--- config.mk ---
export PLATFORM = sky130hd
export DESIGN_NAME = pipeline_stage_elastic_flat
export DESIGN_NICKNAME = d
export VERILOG_FILES = /design/src/rtl/cpu_types_pkg.sv /design/src/rtl/pipeline_stage_pkg.sv /design/src/rtl/pipeline_stage_elastic_if.sv /design/src/rtl/pipeline_stage_perf_cnt.sv /design/src/rtl/pipeline_stage_elastic.sv /design/src/flat_wrapper.sv
export SDC_FILE = /design/constraint.sdc
export NUM_CORES = 1
export LEC_CHECK = 0
export BUFFER_PORTS_ARGS = -buffer_cell sky130_fd_sc_hd__buf_4
export CAP_MARGIN = 20
export CORE_MARGIN = 2
export CORE_UTILIZATION = 46
export DETAILED_ROUTE_END_ITERATION = 10
export PLACE_DENSITY = 0.69
export SYNTH_ARGS = -nofsm -noshare
export SYNTH_HDL_FRONTEND = slang
export SYNTH_SLANG_ARGS = --single-unit
--- constraint.sdc ---
create_clock -name CLK -period 4.3 [get_ports CLK]
set_input_delay 0 -clock CLK [delete_from_list [all_inputs] [get_ports CLK]]
set_output_delay 0 -clock CLK [all_outputs]
set_load 0.05 [all_outputs]
--- src/rtl/cpu_types_pkg.sv ---
// cpu_types_pkg: basic CPU-wide types shared by the datapath blocks.
//   word_t : one 32-bit machine word (addresses, instructions, data).
package cpu_types_pkg;

  localparam int WORD_W = 32;

  typedef logic [WORD_W-1:0] word_t;

endpackage

--- src/rtl/pipeline_stage_pkg.sv ---
// pipeline_stage_pkg: types and constants shared by the elastic pipeline
// stage, its interface and its performance counters.
//   fd_payload_t : fetch/decode payload layout; callers cast in/out data to it.
//   stage_occ_t  : occupancy encoding of the two-entry stage.
//   PERF_CNT_W   : width of the optional performance counters.
package pipeline_stage_pkg;

  import cpu_types_pkg::*;

  localparam int PERF_CNT_W = 32;

  typedef struct packed {
    word_t next_memaddr;
    word_t imemaddr;
    word_t imemload;
  } fd_payload_t;

  typedef enum logic [1:0] {
    EMPTY = 2'd0,
    ONE   = 2'd1,
    FULL  = 2'd2
  } stage_occ_t;

endpackage

--- src/rtl/pipeline_stage_elastic_if.sv ---
// pipeline_stage_elastic_if: one valid/ready/data handshake channel.
//   valid : producer has a beat
//   ready : consumer can take the beat
//   data  : DATA_W-bit payload
// Modports:
//   master : producer side (drives valid/data, samples ready)
//   slave  : consumer side (drives ready, samples valid/data)
interface pipeline_stage_elastic_if #(
  parameter int DATA_W = 96
);

  logic              valid;
  logic              ready;
  logic [DATA_W-1:0] data;

  modport master (output valid, output data, input ready);
  modport slave  (input valid, input data, output ready);

endinterface

--- src/rtl/pipeline_stage_perf_cnt.sv ---
// pipeline_stage_perf_cnt: saturating event counter.
// Ports:
//   CLK   : clock, rising edge
//   nRST  : asynchronous active-low reset, clears the count
//   inc   : count one event this cycle
//   clear : synchronous clear (wins over inc)
//   count : current count, sticks at all-ones
module pipeline_stage_perf_cnt
  import pipeline_stage_pkg::*;
#(
  parameter int WIDTH = PERF_CNT_W
) (
  input  logic             CLK,
  input  logic             nRST,
  input  logic             inc,
  input  logic             clear,
  output logic [WIDTH-1:0] count
);

  logic [WIDTH-1:0] count_q;
  logic [WIDTH-1:0] count_d;

  always_comb begin
    count_d = count_q;
    if (clear) begin
      count_d = '0;
    end else if (inc && (count_q != '1)) begin
      count_d = count_q + WIDTH'(1);
    end
  end

  always_ff @(posedge CLK or negedge nRST) begin
    if (!nRST) begin
      count_q <= '0;
    end else begin
      count_q <= count_d;
    end
  end

  assign count = count_q;

endmodule

--- src/rtl/pipeline_stage_elastic.sv ---
// pipeline_stage_elastic: two-entry (main + skid) elastic pipeline register
// placed between any two pipeline stages.
// Ports:
//   CLK       : clock, rising edge
//   nRST      : asynchronous active-low reset
//   en        : global advance qualifier (ihit); nothing changes while low
//   flush     : drop held and offered beats (only when en is high)
//   up        : upstream channel  (up.valid=in_valid, up.ready=in_ready, up.data=in_data)
//   dn        : downstream channel (dn.valid=out_valid, dn.ready=out_ready, dn.data=out_data)
//   occupancy : entries held, 0..2
//   stall_cnt / flush_cnt : present only when PIPELINE_STAGE_PERF_EN is defined
module pipeline_stage_elastic
  import pipeline_stage_pkg::*;
#(
  parameter int                DATA_W     = 96,
  parameter logic [DATA_W-1:0] RESET_DATA = '0
) (
  input  logic                          CLK,
  input  logic                          nRST,
  input  logic                          en,
  input  logic                          flush,
  pipeline_stage_elastic_if.slave       up,
  pipeline_stage_elastic_if.master      dn,
`ifdef PIPELINE_STAGE_PERF_EN
  output logic [PERF_CNT_W-1:0]         stall_cnt,
  output logic [PERF_CNT_W-1:0]         flush_cnt,
`endif
  output logic [1:0]                    occupancy
);

  stage_occ_t        state_q, state_d;
  logic [DATA_W-1:0] main_data_q, main_data_d;
  logic [DATA_W-1:0] skid_data_q, skid_data_d;
  logic              in_ready_q, in_ready_d;
  logic              out_valid;
  logic              push;
  logic              pop;

  assign out_valid = (state_q != EMPTY);
  assign push      = up.valid & in_ready_q & en;
  assign pop       = out_valid & dn.ready & en;

  // Next-state: flush wins, otherwise the valid bits walk EMPTY/ONE/FULL.
  // Emptied entries return to RESET_DATA so a drained stage shows a bubble.
  always_comb begin
    state_d     = state_q;
    main_data_d = main_data_q;
    skid_data_d = skid_data_q;
    if (en && flush) begin
      state_d     = EMPTY;
      main_data_d = RESET_DATA;
      skid_data_d = RESET_DATA;
    end else begin
      case (state_q)
        EMPTY: begin
          if (push) begin
            state_d     = ONE;
            main_data_d = up.data;
          end
        end
        ONE: begin
          if (push && pop) begin
            main_data_d = up.data;
          end else if (push) begin
            state_d     = FULL;
            skid_data_d = up.data;
          end else if (pop) begin
            state_d     = EMPTY;
            main_data_d = RESET_DATA;
          end
        end
        FULL: begin
          if (pop) begin
            state_d     = ONE;
            main_data_d = skid_data_q;
            skid_data_d = RESET_DATA;
          end
        end
        default: begin
          state_d     = EMPTY;
          main_data_d = RESET_DATA;
          skid_data_d = RESET_DATA;
        end
      endcase
    end
    // in_ready is a flop so there is no combinational ready path through us.
    in_ready_d = (state_d != FULL);
  end

  always_ff @(posedge CLK or negedge nRST) begin
    if (!nRST) begin
      state_q     <= EMPTY;
      main_data_q <= RESET_DATA;
      skid_data_q <= RESET_DATA;
      in_ready_q  <= 1'b1;
    end else begin
      state_q     <= state_d;
      main_data_q <= main_data_d;
      skid_data_q <= skid_data_d;
      in_ready_q  <= in_ready_d;
    end
  end

  assign up.ready  = in_ready_q;
  assign dn.valid  = out_valid;
  assign dn.data   = main_data_q;
  assign occupancy = state_q;

`ifdef PIPELINE_STAGE_PERF_EN
  pipeline_stage_perf_cnt #(.WIDTH(PERF_CNT_W)) u_stall_cnt (
    .CLK   (CLK),
    .nRST  (nRST),
    .inc   (out_valid & ~dn.ready & en),
    .clear (1'b0),
    .count (stall_cnt)
  );

  pipeline_stage_perf_cnt #(.WIDTH(PERF_CNT_W)) u_flush_cnt (
    .CLK   (CLK),
    .nRST  (nRST),
    .inc   (flush & en),
    .clear (1'b0),
    .count (flush_cnt)
  );
`endif

endmodule

--- src/flat_wrapper.sv ---
// flat-port wrapper written by rule: the top's interface ports become plain ports
module pipeline_stage_elastic_flat import pipeline_stage_pkg::*;
#(
  parameter int                DATA_W     = 96,
  parameter logic [DATA_W-1:0] RESET_DATA = '0
)
  (CLK, nRST, en, flush, occupancy, up_valid, up_data, up_ready, dn_valid, dn_data, dn_ready);
  pipeline_stage_elastic_if #(.DATA_W(DATA_W)) up_i ();
  pipeline_stage_elastic_if #(.DATA_W(DATA_W)) dn_i ();
  input  logic CLK;
  input  logic nRST;
  input  logic en;
  input  logic flush;
  output logic [1:0] occupancy;
  input wire logic [$bits(up_i.valid)-1:0] up_valid;
  input wire logic [$bits(up_i.data)-1:0] up_data;
  output wire logic [$bits(up_i.ready)-1:0] up_ready;
  output wire logic [$bits(dn_i.valid)-1:0] dn_valid;
  output wire logic [$bits(dn_i.data)-1:0] dn_data;
  input wire logic [$bits(dn_i.ready)-1:0] dn_ready;
  assign up_i.valid = up_valid;
  assign up_i.data = up_data;
  assign up_ready = up_i.ready;
  assign dn_valid = dn_i.valid;
  assign dn_data = dn_i.data;
  assign dn_i.ready = dn_ready;
  pipeline_stage_elastic #(.DATA_W(DATA_W), .RESET_DATA(RESET_DATA)) u_core (.CLK(CLK), .nRST(nRST), .en(en), .flush(flush), .up(up_i), .dn(dn_i), .occupancy(occupancy));
endmodule
# After elaboration in Yosys (flattened, before gate mapping)
# Index checks and enable logic that the tools add are counted.
# W data, S select, Z words.
# classes
bitwise_logic,4
n_mux,17
n_reduce_logical,6
n_eq_ne,10
# op_table
cell,count
$mux W96,8
$pmux W96 S3,2
$mux W2,6
$ne A3 B1 Y1 const B,3
$reduce_and A4 Y1,2
$pmux W2 S3,1
$and A1 B1 Y1,4
$ne A4 B1 Y1 const B,1
$ne A4 B4 Y1 const B,1
$ne A3 B2 Y1 const B,1
$eq A2 B1 Y1 const B,1
$eq A2 B2 Y1 const B,1
$logic_and A1 B1 Y1,2
$logic_not A2 Y1,1
$ne A2 B1 Y1 const B,1
$ne A2 B2 Y1 const B,1
$reduce_bool A2 Y1,1
# totals
wordCells,41
in_bits,102
output_inout_bits,100
ff_bits,195

# Logic depth before layout (Yosys ltp)
# depth
ltp_word,9
ltp_mapped,7
mapped_depth_nobuf,4

# Least setup slack after synthesis
# OpenSTA, ideal clock, no wires.
# synth_timing
path_type,reg-to-reg
startpoint,register u_core.state_q[1] (netlist: u_core.occupancy[1])
endpoint,register u_core.main_data_q[54] (netlist: u_core.dn.data[54])
arrival_time_ns,1.831
path_slack_ns,2.348
required_ns,4.179
path_buffers,3
stages_incl_launch_ff,8
path_cell_list,dfrtp_1 > buf_2 > nand3b_4 > a2bb2oi_1 > nor3_4 > buf_4 > buf_4 > a22o_1
# synth_via
elab_chain_len,7
word_cells_on_any_way,15
# synth_rtl
item,line,source
"start, declared",pipeline_stage_elastic.sv:31,"stage_occ_t state_q, state_d;"
"start signal, assigned",pipeline_stage_elastic.sv:97,state_q <= state_d;
$reduce_bool A2 Y1,pipeline_stage_elastic.sv:39,assign out_valid = (state_q != EMPTY);
$and A1 B1 Y1 (2 in series),pipeline_stage_elastic.sv:41,assign pop = out_valid & dn.ready & en;
$logic_and A1 B1 Y1,pipeline_stage_elastic.sv:62,if (push && pop) begin
$mux W96,pipeline_stage_elastic.sv:62,
$pmux W96 S3,pipeline_stage_elastic.sv:54,case (state_q)
$mux W96,pipeline_stage_elastic.sv:49,if (en && flush) begin
"end signal, assigned",pipeline_stage_elastic.sv:98,main_data_q <= main_data_d;
"end, declared",pipeline_stage_elastic.sv:32,"logic [DATA_W-1:0] main_data_q, main_data_d;"
# Parallel ways exist; a longest one is shown, timed or not.
# A chain may end at the register's enable or synchronous reset.

# Worst setup path after layout
# layout_timing
startpoint,register u_core.state_q[0] (netlist: u_core.occupancy[0])
endpoint,register u_core.skid_data_q[43]
# layout_via
elab_chain_len,6
word_cells_on_any_way,14
# layout_rtl
item,line,source
$reduce_bool A2 Y1,pipeline_stage_elastic.sv:39,
$and A1 B1 Y1 (2 in series),pipeline_stage_elastic.sv:41,
$logic_and A1 B1 Y1,pipeline_stage_elastic.sv:62,
$ne A3 B2 Y1 (no line),n/a,
$reduce_and A4 Y1 (no line),n/a,
"end signal, assigned",pipeline_stage_elastic.sv:99,skid_data_q <= skid_data_d;
"end, declared",pipeline_stage_elastic.sv:33,"logic [DATA_W-1:0] skid_data_q, skid_data_d;"
# Parallel ways exist; a longest one is shown, timed or not.

==> results.sh <==
export IMPL_power_frac_clock=0.303
export IMPL_fin_tns_setup_ns=0
export IMPL_cts_tree="yes"
export IMPL_cp_num_buf_inv=2
export IMPL_grt_pass1_vias=7639
export IMPL_grt_max_degree=117
export IMPL_yosysWarnings=0
export IMPL_ys_types=34
export IMPL_start_kind="flip-flop"
export IMPL_clk_pin_slew_ns=0.07
export IMPL_post_drt_wl_per_cell_um=17.3
export IMPL_row_count=52
export IMPL_viasPerCell=5.47
export IMPL_period_needed_ns=2.76
export IMPL_vias=7796
export IMPL_power_switching_mw=1.74
export IMPL_syn_area_mm2=0.00947
export IMPL_async_flop_share=1.00
export IMPL_holdPathStages=5
export IMPL_fin_crit_sh=0.641
export IMPL_setup_viol=0
export IMPL_grt_pass1_wl_mm=39.9
export IMPL_synth_edff_count=0
export IMPL_finalHoldViolations=0
export IMPL_die_h_um=147
export IMPL_syn_nets=991
export IMPL_rr_worst_depth=6
export IMPL_place_congestion=0.746
export IMPL_syn_area_per_cell_um2=10.6
export IMPL_crit_chain="buf_4, nand2b_1, a21oi_4, buf_4, nand3_1, o21ai_0"
export IMPL_min_from="up_valid"
export IMPL_fmax_mhz=363
export IMPL_p_seq_frac=0.432
export IMPL_r2r_end="u_core.skid_data_q[43]$_DFFE_PN0P_"
export IMPL_postSynthCellCount=889
export IMPL_initial_utilization=0.468
export IMPL_endpoint_kind="flip-flop"
export IMPL_whs_endpoint="u_core.occupancy[1]$_DFF_PN0_"
export IMPL_postRouteAntennaNets=0
export IMPL_cp_required_ns=4.63
export IMPL_skew_ns=0.0114
export IMPL_critPathKind="reg -> reg"
export IMPL_core_area_mm2=0.0202
export IMPL_yosysSeqAreaShare=0.516
export IMPL_place_inst=1288
export IMPL_outcome="complete, no violations"
export IMPL_combPwrFrac=0.265
export IMPL_drt_pass1_iter_count=7
export IMPL_switching_share=0.346
export IMPL_ff2ff_setup_slack_ns=1.54
export IMPL_p_int_mw=3.29
export IMPL_crit_fanout=75
export IMPL_route_detailed_drc=0
export IMPL_max_slew_margin=0.347
export IMPL_drt_iter0_drc=374
export IMPL_cts_sinks=195
export IMPL_ys_flop_type="dfrtp_1"
export IMPL_routed_wl_mm=24.6
export IMPL_instances_no_fill=1424
export IMPL_crit_top_cell="buf_4"
export IMPL_critPathTopFamily="buffers and inverters"
export IMPL_max_vdd_ir_drop_uv=249
export IMPL_p_per_area_mw_per_mm2=398
export IMPL_critPathMaxStageDelay_ns=0.73
export IMPL_place_port_buffers=201
export IMPL_crit_arrival_ns=3.09
export IMPL_layout_commonest_cell="buf_4"
export IMPL_hold_path_class="in -> reg"
export IMPL_die_w_um=147
export IMPL_rsz0062_at_grt="no"
export IMPL_ys_seq_elements=195
export IMPL_layout_drive_gt1_share=0.223
export IMPL_syn2layout_area_growth_pct=33.6
export IMPL_worst_pin_slew_ns=0.979
export IMPL_die_area_mm2=0.0217
export IMPL_cts_buffer_depth=2
export IMPL_finish_utilization=0.625
export IMPL_ios=202
export IMPL_leakage_nw=5.50
export IMPL_gr_total_overflow=0
export IMPL_post_dp_hpwl_mm=14.2
export IMPL_h_tree_depth=4
export IMPL_cts_buffers_inserted=17
export IMPL_cts_root_buffer="clkbuf_16"
export IMPL_drv_slew=0
export IMPL_cp_slowest_cell="buf_4"
export IMPL_antenna_found_initial=1
export IMPL_reg2reg_from="u_core.occupancy[0]$_DFF_PN0_"
export IMPL_nNetsFinal=1241
export IMPL_grt_usage=0.229
export IMPL_max_cap_viol_count=0
export IMPL_most_common_layout_cells="buf_4 (214), dfrtp_1 (192), dlygate4sd3_1 (102), inv_1 (98), nand3_1 (97)"
export IMPL_clock_latency_ns=0.43
power by group through the flow:
stage	combinational [mW]	clock [mW]	sequential (mW)
final	1.34	1.52	2.17
after global routing	1.43	1.63	2.20
after CTS	1.34	1.55	2.17
after detailed placement	1.27	0	2.20
after global placement	1.25	0	2.20
after floorplan	0.466	0	2.55
registers in the layout, indices dropped and copies added (netlist names):
register            cells
u_core.skid_data_q     96
u_core.dn.data         96
u_core.up.ready         1
u_core.occupancy        2
cells by family (layout without fill, tap and decap cells):
| logic type | count (synthesis) | in the layout | share of synthesized area |
|---|---|---|---|
| AOI/OAI and AO/OA | 300 | 300 | 0.238 |
| and+or+nand+nor | 112 | 112 | 0.0629 |
| muxes | 96 | 96 | 0.102 |
| DFF | 195 | 195 | 0.516 |
| xor gates and xnor gates | 1 | 1 | 0.000925 |
| buffers and inverters | 185 | 448 | 0.0814 |
| other | 0 | 2 | 0 |
cells in the mapped netlist, types with 2 or more instances:
library cell / count / area (um^2)
a21oi_1: 2 / 10.0
a22o_1: 96 / 841
buf_1: 8 / 30.0
buf_2: 40 / 200
buf_4: 7 / 52.6
clkbuf_1: 32 / 120
dfrtp_1: 194 / 4850
inv_1: 98 / 368
mux2i_1: 96 / 961
nand2_1: 2 / 7.51
nand2b_1: 2 / 12.5
nand3_1: 97 / 485
nor2_1: 2 / 7.51
nor2b_1: 2 / 12.5
o21ai_0: 91 / 455
o21ai_1: 7 / 35.0
o2bb2ai_1: 96 / 841
worst max path at each step:
| stage | from | endpoint | slack [ns] | cells after the start |
|---|---|---|---|---|
| 6_report | u_core.occupancy[0]$_DFF_PN0_ | u_core.skid_data_q[43]$_DFFE_PN0P_ | 1.54 | 6 |
| 3_5_place_dp | u_core.occupancy[0]$_DFF_PN0_ | u_core.skid_data_q[62]$_DFFE_PN0P_ | 1.59 | 6 |
| 5_1_grt | u_core.occupancy[0]$_DFF_PN0_ | u_core.skid_data_q[48]$_DFFE_PN0P_ | 1.35 | 6 |
| 4_1_cts | u_core.occupancy[0]$_DFF_PN0_ | u_core.skid_data_q[43]$_DFFE_PN0P_ | 1.57 | 6 |
| 3_3_place_gp | u_core.occupancy[0]$_DFF_PN0_ | u_core.skid_data_q[62]$_DFFE_PN0P_ | 1.63 | 6 |
| 2_1_floorplan | u_core.occupancy[1]$_DFF_PN0_ | u_core.dn.data[54]$_DFFE_PN0P_ | 2.35 | 7 |
stage by stage:
stage / cell area [um^2] / power, mW / hold WS, ns / worst slack, ns
after floorplan: 9470 / 3.02 / -0.296 / 2.35
after global placement: 11100 / 3.45 / 0.215 / 1.63
after detailed placement: 11100 / 3.47 / 0.210 / 1.59
after CTS: 12600 / 5.07 / 0.0312 / 1.57
after global routing: 12600 / 5.26 / 0.110 / 1.35
final: 12600 / 5.03 / 0.0634 / 1.54
layer usage:
metal,wire (um),vias up,track usage,part of all wire
met4,514,0,0.0769,0.021
met2,12000,191,0.375,0.49
met3,886,25,0.0349,0.036
met1,11300,3841,0.314,0.46
li1,-,3739,-,-
met5,0,-,0,0
area by class of cell:
type                    instances  area [um^2]
fillers                      1671         7590
clock buffers                  18          439
flip-flops and latches        195         4890
clock inverters                14          120
well taps                     270          338
diodes                          2         5.00
inverters                      98          368
multi-input cells             509         3830
repair buffers                318         2660
timing repair:
item,4_1_cts,5_1_grt
hold buffers,102,0
setup buffers,0,0
endpoints found under the hold margin,309,0
gates resized for setup,0,0
tightest hold or removal path: stages:
cell	delay, ns
buf_4	0.11
nand2_1	0.08
nor2_1	0.10
a32oi_1	0.11
inv_1	0.05
Note: power is estimated with default switching activity, not from simulation.
